`src/rtl/cfg_burst_ctrl.sv`:
```
// Node configuration controller: queues config flits and runs WRITE fill bursts
// and READ bursts against the node configurator, replying to a per-command XY.
module cfg_burst_ctrl #(
  parameter int FW     = 59,
  parameter int FTW    = 3,
  parameter int ATW    = 3,
  parameter int CDW    = 21,
  parameter int CAW    = 15,
  parameter int XW     = 4,
  parameter int YW     = 4,
  parameter int DEPTH  = 4,
  parameter int BLW    = 4,
  parameter int RD_LAT = 1,
  parameter int R_FLG  = 36
) (
  input  logic           clk,
  input  logic           rst_n,
  input  logic           spk_in_config_we,
  input  logic [FW-1:0]  spk_in_config_wdata,
  output logic           config_spk_in_credit,
  input  logic           axon_busy,
  input  logic           work_config_busy,
  output logic           config_spk_out_we,
  output logic [FW-1:0]  config_spk_out_wdata,
  input  logic           spk_out_config_full,
  output logic           config_we,
  output logic [CAW-1:0] config_waddr,
  output logic [CDW-1:0] config_wdata,
  output logic           config_re,
  output logic [CAW-1:0] config_raddr,
  input  logic [CDW-1:0] config_rdata,
  output logic           cmd_err,
  output logic           ctrl_idle,
  output logic [2:0]     dbg_state
);

  localparam int LAW = CAW - ATW;
  localparam int PW  = (DEPTH > 1) ? $clog2(DEPTH) : 1;
  localparam int WCW = (RD_LAT > 1) ? $clog2(RD_LAT) : 1;

  localparam logic [FTW-1:0] T_WRITE   = FTW'(3'b110);
  localparam logic [FTW-1:0] T_READ    = FTW'(3'b111);
  localparam logic [ATW-1:0] CLS_WGT   = ATW'(3'b001);
  localparam logic [ATW-1:0] CLS_DST   = ATW'(3'b010);
  localparam logic [ATW-1:0] CLS_VMM   = ATW'(3'b100);
  localparam logic [ATW-1:0] CLS_VMB   = ATW'(3'b110);
  localparam logic [PW:0]    FULL_CNT  = (PW+1)'(DEPTH);
  localparam logic [PW:0]    ONE_CNT   = (PW+1)'(1);
  localparam logic [WCW-1:0] WAIT_LAST = WCW'(RD_LAT - 1);

  typedef enum logic [2:0] {
    S_IDLE    = 3'd0,
    S_W_RUN   = 3'd1,
    S_R_ISSUE = 3'd2,
    S_R_WAIT  = 3'd3,
    S_R_SEND  = 3'd4
  } state_t;

  state_t state_q, state_d;

  // Flit intake is valid-only: a flit is taken whenever spk_in_config_we is high
  // and a slot exists (or the head is popped in the same cycle); each pop returns
  // one credit pulse so the sender can track free slots.
  logic [FW-1:0] mem [DEPTH];
  logic [PW-1:0] wr_ptr, rd_ptr;
  logic [PW:0]   count_q, count_d;
  logic          fifo_empty, fifo_full, push, pop, overflow;
  logic [FW-1:0] head;

  assign fifo_empty = (count_q == '0);
  assign fifo_full  = (count_q == FULL_CNT);
  assign pop        = (state_q == S_IDLE) && !fifo_empty;
  assign push       = spk_in_config_we && (!fifo_full || pop);
  assign overflow   = spk_in_config_we && fifo_full && !pop;
  assign head       = mem[rd_ptr];

  logic [FTW-1:0]   head_type;
  logic [XW+YW-1:0] head_xy;
  logic [BLW-1:0]   head_len;
  logic [CAW-1:0]   head_addr;
  logic [CDW-1:0]   head_data;
  logic             unused_head_bits;

  assign head_type        = head[FW-1 -: FTW];
  assign head_xy          = head[R_FLG+BLW +: XW+YW];
  assign head_len         = head[R_FLG +: BLW];
  assign head_addr        = head[CDW +: CAW];
  assign head_data        = head[CDW-1:0];
  assign unused_head_bits = ^head[FW-FTW-1 : R_FLG+BLW+XW+YW];

  always_comb begin
    count_d = count_q;
    if (push && !pop)      count_d = count_q + ONE_CNT;
    else if (!push && pop) count_d = count_q - ONE_CNT;
  end

  always_ff @(posedge clk) begin
    if (push) mem[wr_ptr] <= spk_in_config_wdata;
  end

  // Burst context of the command in flight
  logic [CAW-1:0]   addr_q, addr_inc;
  logic [BLW-1:0]   cnt_q;
  logic [CDW-1:0]   data_q, rdata_q;
  logic [XW+YW-1:0] xy_q;
  logic [WCW-1:0]   wait_q;
  logic [CAW-1:0]   waddr_q, raddr_q;
  logic [CDW-1:0]   wdata_q;
  logic [FW-1:0]    out_q, reply;
  logic             cmd_err_q, ctrl_idle_q;
  logic             cls_busy, bad_type, capture, send;

  // Only the in-class offset advances; the class field never changes mid-burst.
  assign addr_inc = {addr_q[CAW-1 -: ATW], addr_q[LAW-1:0] + LAW'(1)};

  always_comb begin
    cls_busy = 1'b0;
    case (addr_q[CAW-1 -: ATW])
      CLS_WGT, CLS_VMB: cls_busy = axon_busy;
      CLS_DST, CLS_VMM: cls_busy = work_config_busy;
      default:          cls_busy = 1'b0;
    endcase
  end

  always_comb begin
    reply                       = '0;
    reply[FW-1 -: FTW]          = T_READ;
    reply[R_FLG+BLW +: XW+YW]   = xy_q;
    reply[CDW +: CAW]           = addr_q;
    reply[CDW-1:0]              = rdata_q;
  end

  always_comb begin
    state_d   = state_q;
    config_we = 1'b0;
    config_re = 1'b0;
    capture   = 1'b0;
    send      = 1'b0;
    bad_type  = 1'b0;
    case (state_q)
      S_IDLE: begin
        if (!fifo_empty) begin
          case (head_type)
            T_WRITE: state_d  = S_W_RUN;
            T_READ:  state_d  = S_R_ISSUE;
            default: bad_type = 1'b1;
          endcase
        end
      end
      S_W_RUN: begin
        if (!cls_busy) begin
          config_we = 1'b1;
          if (cnt_q == '0) state_d = S_IDLE;
        end
      end
      S_R_ISSUE: begin
        if (!cls_busy) begin
          config_re = 1'b1;
          state_d   = S_R_WAIT;
        end
      end
      S_R_WAIT: begin
        if (wait_q == WAIT_LAST) begin
          capture = 1'b1;
          state_d = S_R_SEND;
        end
      end
      S_R_SEND: begin
        if (!spk_out_config_full && !work_config_busy) begin
          send    = 1'b1;
          state_d = (cnt_q == '0) ? S_IDLE : S_R_ISSUE;
        end
      end
      default: state_d = S_IDLE;
    endcase
  end

  always_ff @(posedge clk or negedge rst_n) begin
    if (!rst_n) begin
      state_q     <= S_IDLE;
      wr_ptr      <= '0;
      rd_ptr      <= '0;
      count_q     <= '0;
      addr_q      <= '0;
      cnt_q       <= '0;
      data_q      <= '0;
      xy_q        <= '0;
      rdata_q     <= '0;
      wait_q      <= '0;
      waddr_q     <= '0;
      wdata_q     <= '0;
      raddr_q     <= '0;
      out_q       <= '0;
      cmd_err_q   <= 1'b0;
      ctrl_idle_q <= 1'b0;
    end else begin
      state_q     <= state_d;
      count_q     <= count_d;
      cmd_err_q   <= cmd_err_q | overflow | bad_type;
      ctrl_idle_q <= (count_d == '0) && (state_d == S_IDLE);
      if (push) wr_ptr <= wr_ptr + PW'(1);
      if (pop) begin
        rd_ptr <= rd_ptr + PW'(1);
        addr_q <= head_addr;
        cnt_q  <= head_len;
        data_q <= head_data;
        xy_q   <= head_xy;
      end
      if (config_we) begin
        waddr_q <= addr_q;
        wdata_q <= data_q;
        addr_q  <= addr_inc;
        if (cnt_q != '0) cnt_q <= cnt_q - BLW'(1);
      end
      if (config_re) begin
        raddr_q <= addr_q;
        wait_q  <= '0;
      end
      if (state_q == S_R_WAIT) wait_q <= wait_q + WCW'(1);
      if (capture) rdata_q <= config_rdata;
      if (send) begin
        out_q <= reply;
        if (cnt_q != '0) begin
          addr_q <= addr_inc;
          cnt_q  <= cnt_q - BLW'(1);
        end
      end
    end
  end

  // Write/read/reply buses show live values on their strobe and hold otherwise.
  assign config_waddr         = config_we ? addr_q : waddr_q;
  assign config_wdata         = config_we ? data_q : wdata_q;
  assign config_raddr         = config_re ? addr_q : raddr_q;
  assign config_spk_out_we    = send;
  assign config_spk_out_wdata = send ? reply : out_q;
  assign config_spk_in_credit = pop;
  assign cmd_err              = cmd_err_q;
  assign ctrl_idle            = ctrl_idle_q;
  assign dbg_state            = state_q;

endmodule

```
`config.mk`:
```
export PLATFORM = sky130hd
export DESIGN_NAME = cfg_burst_ctrl
export DESIGN_NICKNAME = d
export VERILOG_FILES = /design/src/rtl/cfg_burst_ctrl.sv
export SDC_FILE = /design/constraint.sdc
export NUM_CORES = 1
export LEC_CHECK = 0
export CAP_MARGIN = 30
export CORE_UTILIZATION = 45
export CTS_BUF_LIST = sky130_fd_sc_hd__clkbuf_4 sky130_fd_sc_hd__clkbuf_8 sky130_fd_sc_hd__clkbuf_16
export DETAILED_ROUTE_END_ITERATION = 12
export GPL_TIMING_DRIVEN = 1
export PLACE_DENSITY = 0.69
export SKIP_CTS_REPAIR_TIMING = 1
export SLEW_MARGIN = 20
export SYNTH_ARGS = -nofsm -noshare
export SYNTH_HDL_FRONTEND = slang
export SYNTH_SLANG_ARGS = --single-unit
```
`constraint.sdc`:
```
create_clock -name clk -period 3.9 [get_ports clk]
set_clock_uncertainty 0.1 [all_clocks]
set_input_delay 0.78 -clock clk [delete_from_list [all_inputs] [get_ports clk]]
set_output_delay 0.78 -clock clk [all_outputs]
set_load 0.05 [all_outputs]
```
=== Word level (Yosys, flattened, before mapping) ===
Memory sizes are Yosys's and may differ from the RTL's.
Index checks and enable logic that the tools add are counted.

* Equality and inequality tests: 12
* $mul: 0
* Div/mod/pow operators: 0
* Mux-type cells: 39
* $lt $le $gt $ge: 0
* Add/subtract/negate cells: 7
* Shift operators: 0
* Reductions and logical operators: 25
* Bitwise operators: 2

{| class="wikitable"
|+ Operators by type and width
! cell !! count
|-
| 15-bit two-way mux || 6
|-
| 59-bit two-way mux || 1
|-
| 3-bit two-way mux || 8
|-
| 21-bit two-way mux || 1
|-
| 4-bit two-way mux || 5
|-
| 3-bit equality test (second input constant) || 6
|-
| 3-bit case mux with 5 select lines || 1
|-
| 1-bit two-way mux || 14
|-
| 12-bit by 1-bit adder with 12-bit output (second input constant) || 1
|-
| 3-bit zero test || 4
|-
| 3-bit by 2-bit equality test with 1-bit output (second input constant) || 3
|-
| 1-bit logical AND || 8
|-
| 3-bit by 1-bit equality test with 1-bit output (second input constant) || 2
|-
| 1-bit zero test || 6
|-
| 3-bit case mux with 2 select lines || 1
|-
| 2-bit OR reduction || 3
|-
| 2-bit by 1-bit adder with 2-bit output (second input constant) || 2
|-
| 4-bit zero test || 1
|-
| 4-bit nonzero test || 1
|-
| 4-bit by 1-bit subtractor with 4-bit output (second input constant) || 1
|-
| 3-bit by 1-bit adder with 3-bit output (second input constant) || 1
|-
| 3-bit by 1-bit subtractor with 3-bit output (second input constant) || 1
|-
| 2-bit two-way mux || 1
|-
| 2-bit inequality test (second input constant) || 1
|-
| 5 further kinds || 6
|}

* Output and inout bits: 119
* Register bits: 192
* Memory bits (read-only): 0
* Input port bits: 86
* Latch bits: 0
* Memories: 1
* Word-level logic and storage cells: 103
* RAM bits: 236

{| class="wikitable"
|+ Memory list
! name !! depth !! width !! rd ports !! clocked after Yosys merged registers in !! wr ports !! RTL line !! text
|-
| mem || 4 || 59 || 1 || 0 || 1 || 64 || <nowiki>logic [FW-1:0] mem [DEPTH];</nowiki>
|}

=== Logic depth before layout (Yosys ltp) ===
Gate-level depths: netlist of run 1.

* Depth in word-level cells: 11
* Gate-level depth with buffers: 10
* Depth with buffers taken out: 8

=== Least setup slack after synthesis of run 1 ===
No wires, ideal clock.

* Path kind: input -> output
* Start point: input port axon_busy
* End point: output port config_waddr[11]
* Buffers on the path: 2
* Stages: 8
* Path slack: 0.185 ns
* Arrival: 2.835 ns
* Required time: 3.020 ns
* Path through: nor4bb_1 a31oi_1 nand3_1 buf_2 inv_1 clkbuf_1 nand2_1 nand2_1

* Cells in the longest elaborated chain, start to end: 4

{| class="wikitable"
|+ RTL lines
! element !! RTL line !! text
|-
| start: declaration || 21 || <nowiki>input logic axon_busy,</nowiki>
|-
| 1-bit case mux with 2 select lines || 118 || <nowiki>case (addr_q[CAW-1 -: ATW])</nowiki>
|-
| 1-bit two-way mux || 151 || <nowiki>if (!cls_busy) begin</nowiki>
|-
| 1-bit two-way mux || 140 || <nowiki>case (state_q)</nowiki>
|-
| named net config_we || 26 || <nowiki>output logic config_we,</nowiki>
|-
| 15-bit two-way mux || -- ||
|-
| end: declaration || 27 || <nowiki>output logic [CAW-1:0] config_waddr,</nowiki>
|}

The timed path passes the listed nets, and every way through them passes these cells.

=== Final worst setup path of run 1 ===
* Start point: input port axon_busy
* End point: output port config_wdata[14]

* Cells in the longest elaborated chain, start to end: 4

{| class="wikitable"
|+ RTL lines
! element !! RTL line !! text
|-
| 1-bit case mux with 2 select lines || 118 ||
|-
| 1-bit two-way mux || 151 ||
|-
| 1-bit two-way mux || 140 ||
|-
| 21-bit two-way mux || -- ||
|-
| end: declaration || 28 || <nowiki>output logic [CDW-1:0] config_wdata,</nowiki>
|}

Every way passes these cells.

==> results by group, run 1 <==
STA
  – Max Slew Vio Count: 0
  – Final Hold Fails: 0
  – Min Hold Slack: about 250 ps
  – Final setup vio count: 0
  – Final TNS setup: 0 ps
  – PnR worst setup slack: between 150 and 200 ps
  – Fmax: 267 MHz
  – Rel. slew slack: 0.448
  – Min Tclk post-route: 3740 ps
  – Worst slew pin tran: between 800 and 900 ps
  – Unrepaired setup endpoints after global routing: no
  – Tcrit/Tclk final: 0.959

Global route
  – Largest net degree at the start of global routing: 97
  – Met2 Track Usage GR: 0.318
  – Antenna violations before repair: 4
  – Vias in the first global route: ~9000
  – Global-route wire length before repair: 50.3 mm
  – Grt met1 use: 0.254
  – Met3 Use GR: 0.0539
  – Most Crowded Layer GR: met2
  – Congestion Overflow GR: 0
  – Total GRT Usage: 0.193

Detailed routing
  – Antenna Nets Post-Route: 0
  – Vias/cell: roughly 5.1
  – Vias: 8653
  – DRT Pass-1 Iters: 4
  – DRC: 0
  – DRT iter0 DRCs: 489
  – Detailed Route WL: 31.8 mm
  – WL/cell: 18.9 microns

Floorplan
  – Initial Utilization: 0.460
  – Area of the core: around 33000 sq um
  – Top-Level Pins: 205
  – DIE HEIGHT: approximately 180 microns
  – Die width: approximately 180 microns
  – Die area: 34200 sq um
  – Row cnt: 66

Synthesis
  – Seq/Total Area, Yosys: 0.726
  – Synth cell types: 53
  – Largest cells by area after synthesis: edfxtp_1 (41%), dfrtp_1 (32%), mux4_2 (7.5%), nand2_1 (6.8%), mux2_2 (4.9%)
  – Synthesized area per cell: 15.2 sq um
  – Yosys top cell area share: 0.407
  – Number of synthesized flops with an enable pin: between 200 and 250
  – Fraction of registers with async set/reset: 0.485
  – Ys Warns: 0
  – Mapped cell area: roughly 15000 sq um
  – Number of synthesized register bits: between 300 and 400
  – Synth area leader: edfxtp_1
  – Top_reg_cell synth: edfxtp_1
  – Syn_nets: 1084
  – Post-synthesis instance total: 989

CTS
  – CTS clk-pin slew, worst paths: around 60 ps
  – Clock sinks: 396
  – Clk_lat worst skew: 530 ps
  – Longest Clk Path Bufs: 3
  – Root Driver: clkbuf_16
  – CTS tree: built
  – Cts bufs inserted: ~40
  – H-Tree Depth: 2

Power
  – VDD IR max: approximately 0.76 mV
  – P_leak: 8.13 nW
  – Pwr dens: 957 nW/um^2

Setup path
  – CP Launch Type: primary input
  – Terminus of the critical flop-to-flop path: ctrl_idle$_DFF_PN0_
  – Flop2flop setup slack: 1010 ps
  – Crit path DAT: 2860 ps
  – R2R cell count: 9
  – Critical path peak fanout: 23
  – Required @ worst endpoint: 3020 ps
  – Crit path kind: in2out
  – Critical Path Sink Type: output pin
  – Worst r2r src: count_q[1]$_DFF_PN0_
  – Crit path from: axon_busy

Outcome
  – Status: finished, final reports clean

Place
  – Port Buffers: 196
  – Final Wtd Congestion: roughly 0.75
  – Setup WS pre-CTS: ~130 ps
  – DP HPWL: 20.4 mm

Layout
  – Sequential Area: 10900 sq um
  – FILL cells: between 2000 and 2500
  – Share of cells above drive strength 1: 0.278
  – Fin nets: approximately 1300
  – Area Overhead vs Synth: 31.9%
  – Footprint of the multi-input gates: 3880 sq um

Worst hold path
  – Hold Path Class: in2async

Flow run
  – Max_cap viols: 0
==> sequential cells by signal (all words and copies together) (netlist names), 8 cells and up <==
| name | cells |
|---|---|
| raddr_q | 15 |
| addr_q | 15 |
| data_q | 21 |
| rdata_q | 21 |
| mem | 204 |
| waddr_q | 15 |
| wdata_q | 21 |
| out_q | 59 |
| xy_q | 8 |
==> cell type report <==
class                           count  share of cell area
Sequential cell                   396               0.551
Multi-Input combinational cell    533               0.195
Timing Repair Buffer              224               0.155
Clock buffer                       59              0.0612
Tap cell                          442              0.0279
Clock inverter                     17             0.00668
Inverter                           13             0.00246
Antenna cell                        1            0.000126
==> per-layer routing <==
layer	routed length, microns	up-vias
met5	43	-
met4	553	6
met3	2340	49
met2	15200	231
met1	13700	4370
li1	-	3997
==> Yosys cell counts, types with 3 or more instances <==
library cell and n:
nand2_1 272, edfxtp_1 204, dfrtp_1 192, mux2_2 66
mux4_2 50, clkbuf_1 28, nor2_1 22, and2_1 16
inv_1 12, o21ai_0 10, buf_1 9, ha_1 9
nand3_1 8, a31oi_1 7, buf_2 7, a21oi_1 6
a311oi_1 6, nor3_1 6, a211oi_1 5, xnor2_1 5
nand2b_1 3, nor2b_1 3, o211ai_1 3
==> placed cells by master, fill, tap and decap left out, types with 4 or more instances in the layout <==
cell type        count
a311oi_1             6
mux2_2              66
o21ai_0             10
nand3_1              7
a31oi_1              7
a21oi_1              6
nand2_1            272
edfxtp_1           204
clkinv_2             6
clkdlybuf4s50_1     81
buf_12              95
mux4_2              50
clkbuf_16           43
nor2_1              21
xnor2_1              5
a211oi_1             5
ha_1                 9
dfrtp_1            190
buf_4               47
and2_2               4
and2_1              12
clkinv_1             7
inv_1               12
nor3_1               6
clkbuf_8             4
clkbuf_4            13
==> report_power, final <==
| part | switching, mW | internal (mW) | total, mW | leakage, nW |
|---|---|---|---|---|
| sequential | 0.596 | 5.75 | 6.35 | 4.26 |
| combinational | 5.06 | 3.76 | 8.82 | 3.18 |
| clock | 1.57 | 2.25 | 3.82 | 0.681 |
| total | 7.23 | 11.8 | 19.0 | 8.13 |
==> through the flow <==
stage | power (mW) | instance area [sq um] | util | instances
after CTS | 19.2 | 19800 | 0.607 | 1684
after global placement | 15.2 | 18500 | 0.566 | 1608
after detailed placement | 15.4 | 18500 | 0.566 | 1608
final | 19.0 | 19800 | 0.607 | 1685
after floorplan | 11.5 | 15000 | - | 989
after global routing | 20.0 | 19800 | 0.607 | 1684
==> kinds of logic after synthesis <==
kind of cell | after synthesis | synth area share
DFF | 396 | 0.726
and+or+nand+nor | 349 | 0.0966
muxes | 118 | 0.126
buffers and inverters | 60 | 0.0168
AOI/OAI and AO/OA | 52 | 0.0241
adders and majority gates | 9 | 0.00748
xor gates and xnor gates | 5 | 0.00291
==> worst max path at each step <==
stage                             to  slack (ps)  depth (start not counted)
floorplan           config_waddr[11]         180                          8
global placement    config_wdata[19]         180                          9
detailed placement  config_wdata[14]         130                          9
CTS                 config_wdata[14]         120                          9
global route        config_wdata[19]         0.3                          9
finish              config_wdata[14]         160                          9
==> worst max-delay path, cell delays in order <==
cell and delay (ps):
clkdlybuf4s50_1 430, nor4bb_1 150, a31oi_1 380, nand3_2 340, inv_1 190, buf_12 180, nand2_1 70, nand2_1 150
buf_12 160
Power figures use the tool's default switching activity.
==> run 2: changes to the inputs <==
--- a/config.mk
+++ b/config.mk
@@ -6,11 +6,12 @@
 export NUM_CORES = 1
 export LEC_CHECK = 0
 export CAP_MARGIN = 30
+export CORE_MARGIN = 4
 export CORE_UTILIZATION = 45
 export CTS_BUF_LIST = sky130_fd_sc_hd__clkbuf_4 sky130_fd_sc_hd__clkbuf_8 sky130_fd_sc_hd__clkbuf_16
 export DETAILED_ROUTE_END_ITERATION = 12
 export GPL_TIMING_DRIVEN = 1
-export PLACE_DENSITY = 0.69
+export PLACE_DENSITY = 0.71
 export SKIP_CTS_REPAIR_TIMING = 1
 export SLEW_MARGIN = 20
 export SYNTH_ARGS = -nofsm -noshare
==> constraint.sdc (replaced) <==
create_clock -name clk -period 3.2 [get_ports clk]
set_clock_uncertainty 0.1 [all_clocks]
set_input_delay 0.64 -clock clk [delete_from_list [all_inputs] [get_ports clk]]
set_output_delay 0.64 -clock clk [all_outputs]
set_load 0.05 [all_outputs]
==> run 2 against run 1 <==
The flow now finishes with violations (setup timing). Cell area increased by 3.2%. Clock power up 27%. Critical path depth shrank 4. Sequential power grew 22%. Clock-buffer cell count shrank 5. Largest power group unchanged.
==> results by group, run 2 (synthesis gave the netlist of run 1 again) <==
Layout
  – Max reg flops: about 200
  – Commonest non-fill, non-tap cell in the layout: nand2_1
  – Final core utilization: 0.625
  – Fin nets: 1348
  – Top Registers: mem x204, out_q x59
  – Design area: a little over 20000 sq um
  – Most frequent cells in the layout: nand2_1 (247), edfxtp_1 (204), dfrtp_1 (186)
  – Share of cells above drive strength 1: 0.330
  – Reg with most FFs: mem
  – Area Overhead vs Synth: 36.1%

Setup path
  – Worst r2r src: count_q[1]$_DFF_PN0_
  – CP Launch Type: register
  – Crit path kind: reg2out
  – Required @ worst endpoint: 2460 ps
  – Flop2flop setup slack: 390 ps
  – Critical Path Sink Type: output pin
  – Crit path from: dbg_state[1]$_DFF_PN0_
  – Crit path DAT: approximately 2500 ps
  – Critical path peak fanout: 20

STA
  – Min Tclk post-route: 3230 ps
  – Tcrit/Tclk final: 1.01
  – Final Hold Fails: 0
  – Fmax: 310 MHz
  – Worst slew pin tran: between 700 and 800 ps
  – Final setup vio count: 16
  – Max Slew Vio Count: 0
  – Rel. slew slack: 0.505
  – Min Hold Slack: about 23 ps
  – PnR worst setup slack: -30.2 ps
  – Unrepaired setup endpoints after global routing: yes

Global route
  – Largest net degree at the start of global routing: 76
  – Antenna violations before repair: 4
  – Total GRT Usage: 0.182
  – Vias in the first global route: 9288
  – Global-route wire length before repair: between 50 and 60 mm
  – Congestion Overflow GR: 0

Detailed routing
  – DRT iter0 DRCs: 476
  – Vias/cell: 5.13
  – Vias: 8872
  – WL/cell: 19.3 microns
  – Detailed Route WL: 33.3 mm
  – DRC: 0
  – DRT Pass-1 Iters: 4
  – Antenna Nets Post-Route: 0

Outcome
  – Violated checks: setup timing
  – Status: finished with violations

Floorplan
  – Die area: 36400 sq um
  – Initial Utilization: 0.459
  – DIE HEIGHT: ~190 microns
  – Die width: roughly 190 microns
  – Area of the core: between 30000 and 40000 sq um
  – Top-Level Pins: 205
  – Row cnt: 66

CTS
  – CTS tree: built
  – H-Tree Depth: 2
  – Clock sinks: 396
  – Clk_lat worst skew: 520 ps
  – Cts bufs inserted: 41
  – Root Driver: clkbuf_16
  – CTS clk-pin slew, worst paths: 60 ps
  – Longest Clk Path Bufs: 3

Place
  – Port Buffers: ~200
  – Placed inst area: 18800 sq um
  – Final Wtd Congestion: 0.790
  – DP HPWL: 21.5 mm

Power
  – Tot Pwr: 23.9 mW
  – P_leak: around 8.4 nW
  – Pwr dens: 1170 nW/um^2
  – VDD IR max: 1.02 mV

Worst hold path
  – Hold Path Class: in2async

Flow run
  – Max_cap viols: 0
[run 2: changes by cell type in the layout (fill, tap and decap cells not counted), sizes merged]
cell | before | now
dlymetal6s2s | 0 | 2
clkinv | 16 | 14
clkinvlp | 0 | 1
diode | 1 | 3
clkdlybuf4s50 | 81 | 79
bufinv | 1 | 5
buf | 142 | 185
clkbuf | 60 | 56
inv | 13 | 12
[run 2: power by group]
group	switching, mW	total (mW)	internal (mW)
clock network	1.89	4.85	2.96
logic	6.35	11.3	4.96
registers	0.741	7.75	7.01
total	8.98	23.9	14.9
[run 2: cell type report]
type                       instances  area (sq um)
clock inverter                    19           220
timing repair buffer             268          3560
sequential                       396         10900
clock buffer                      54          1170
multi-input combinational        533          3990
fill                            2374         12300
antenna                            3          7.51
inverter                          13          48.8
tap                              442           553
[run 2: worst paths after layout]
path	end	cells past startpoint
max	config_spk_out_wdata[23]	5
min	out_q[55]$_DFF_PN0_	1
max reg2reg	addr_q[0]$_DFF_PN0_	7
min reg2reg	xy_q[3]$_DFFE_PN0N_	2
max in group asynchronous	out_q[19]$_DFF_PN0_	2
min in group clk	xy_q[3]$_DFFE_PN0N_	2
[run 2: critical path: stages (launching register included)]
cell     delay [ps]
dfrtp_1         430
or3b_4          420
or3_4           450
buf_12          180
mux2_2          320
buf_12          160
[run 2: per-layer routing]
layer / up-vias / routed length (microns) / track usage
met5: - / 35 / 0
met3: 54 / 2300 / 0.0520
met4: 6 / 721 / 0.0478
met2: 237 / 16300 / 0.299
met1: 4498 / 14000 / 0.242
li1: 4077 / - / -
[run 2: per-stage QoR]
stage                     instances  TNS, ps  setup WS (ps)
after floorplan                 989    -19.5          -19.5
after global placement         1643    -2120          -78.9
after detailed placement       1643    -3090          -98.8
after CTS                      1716   -18300           -329
after global routing           1726    -3140          -86.3
final                          1728     -262          -30.2
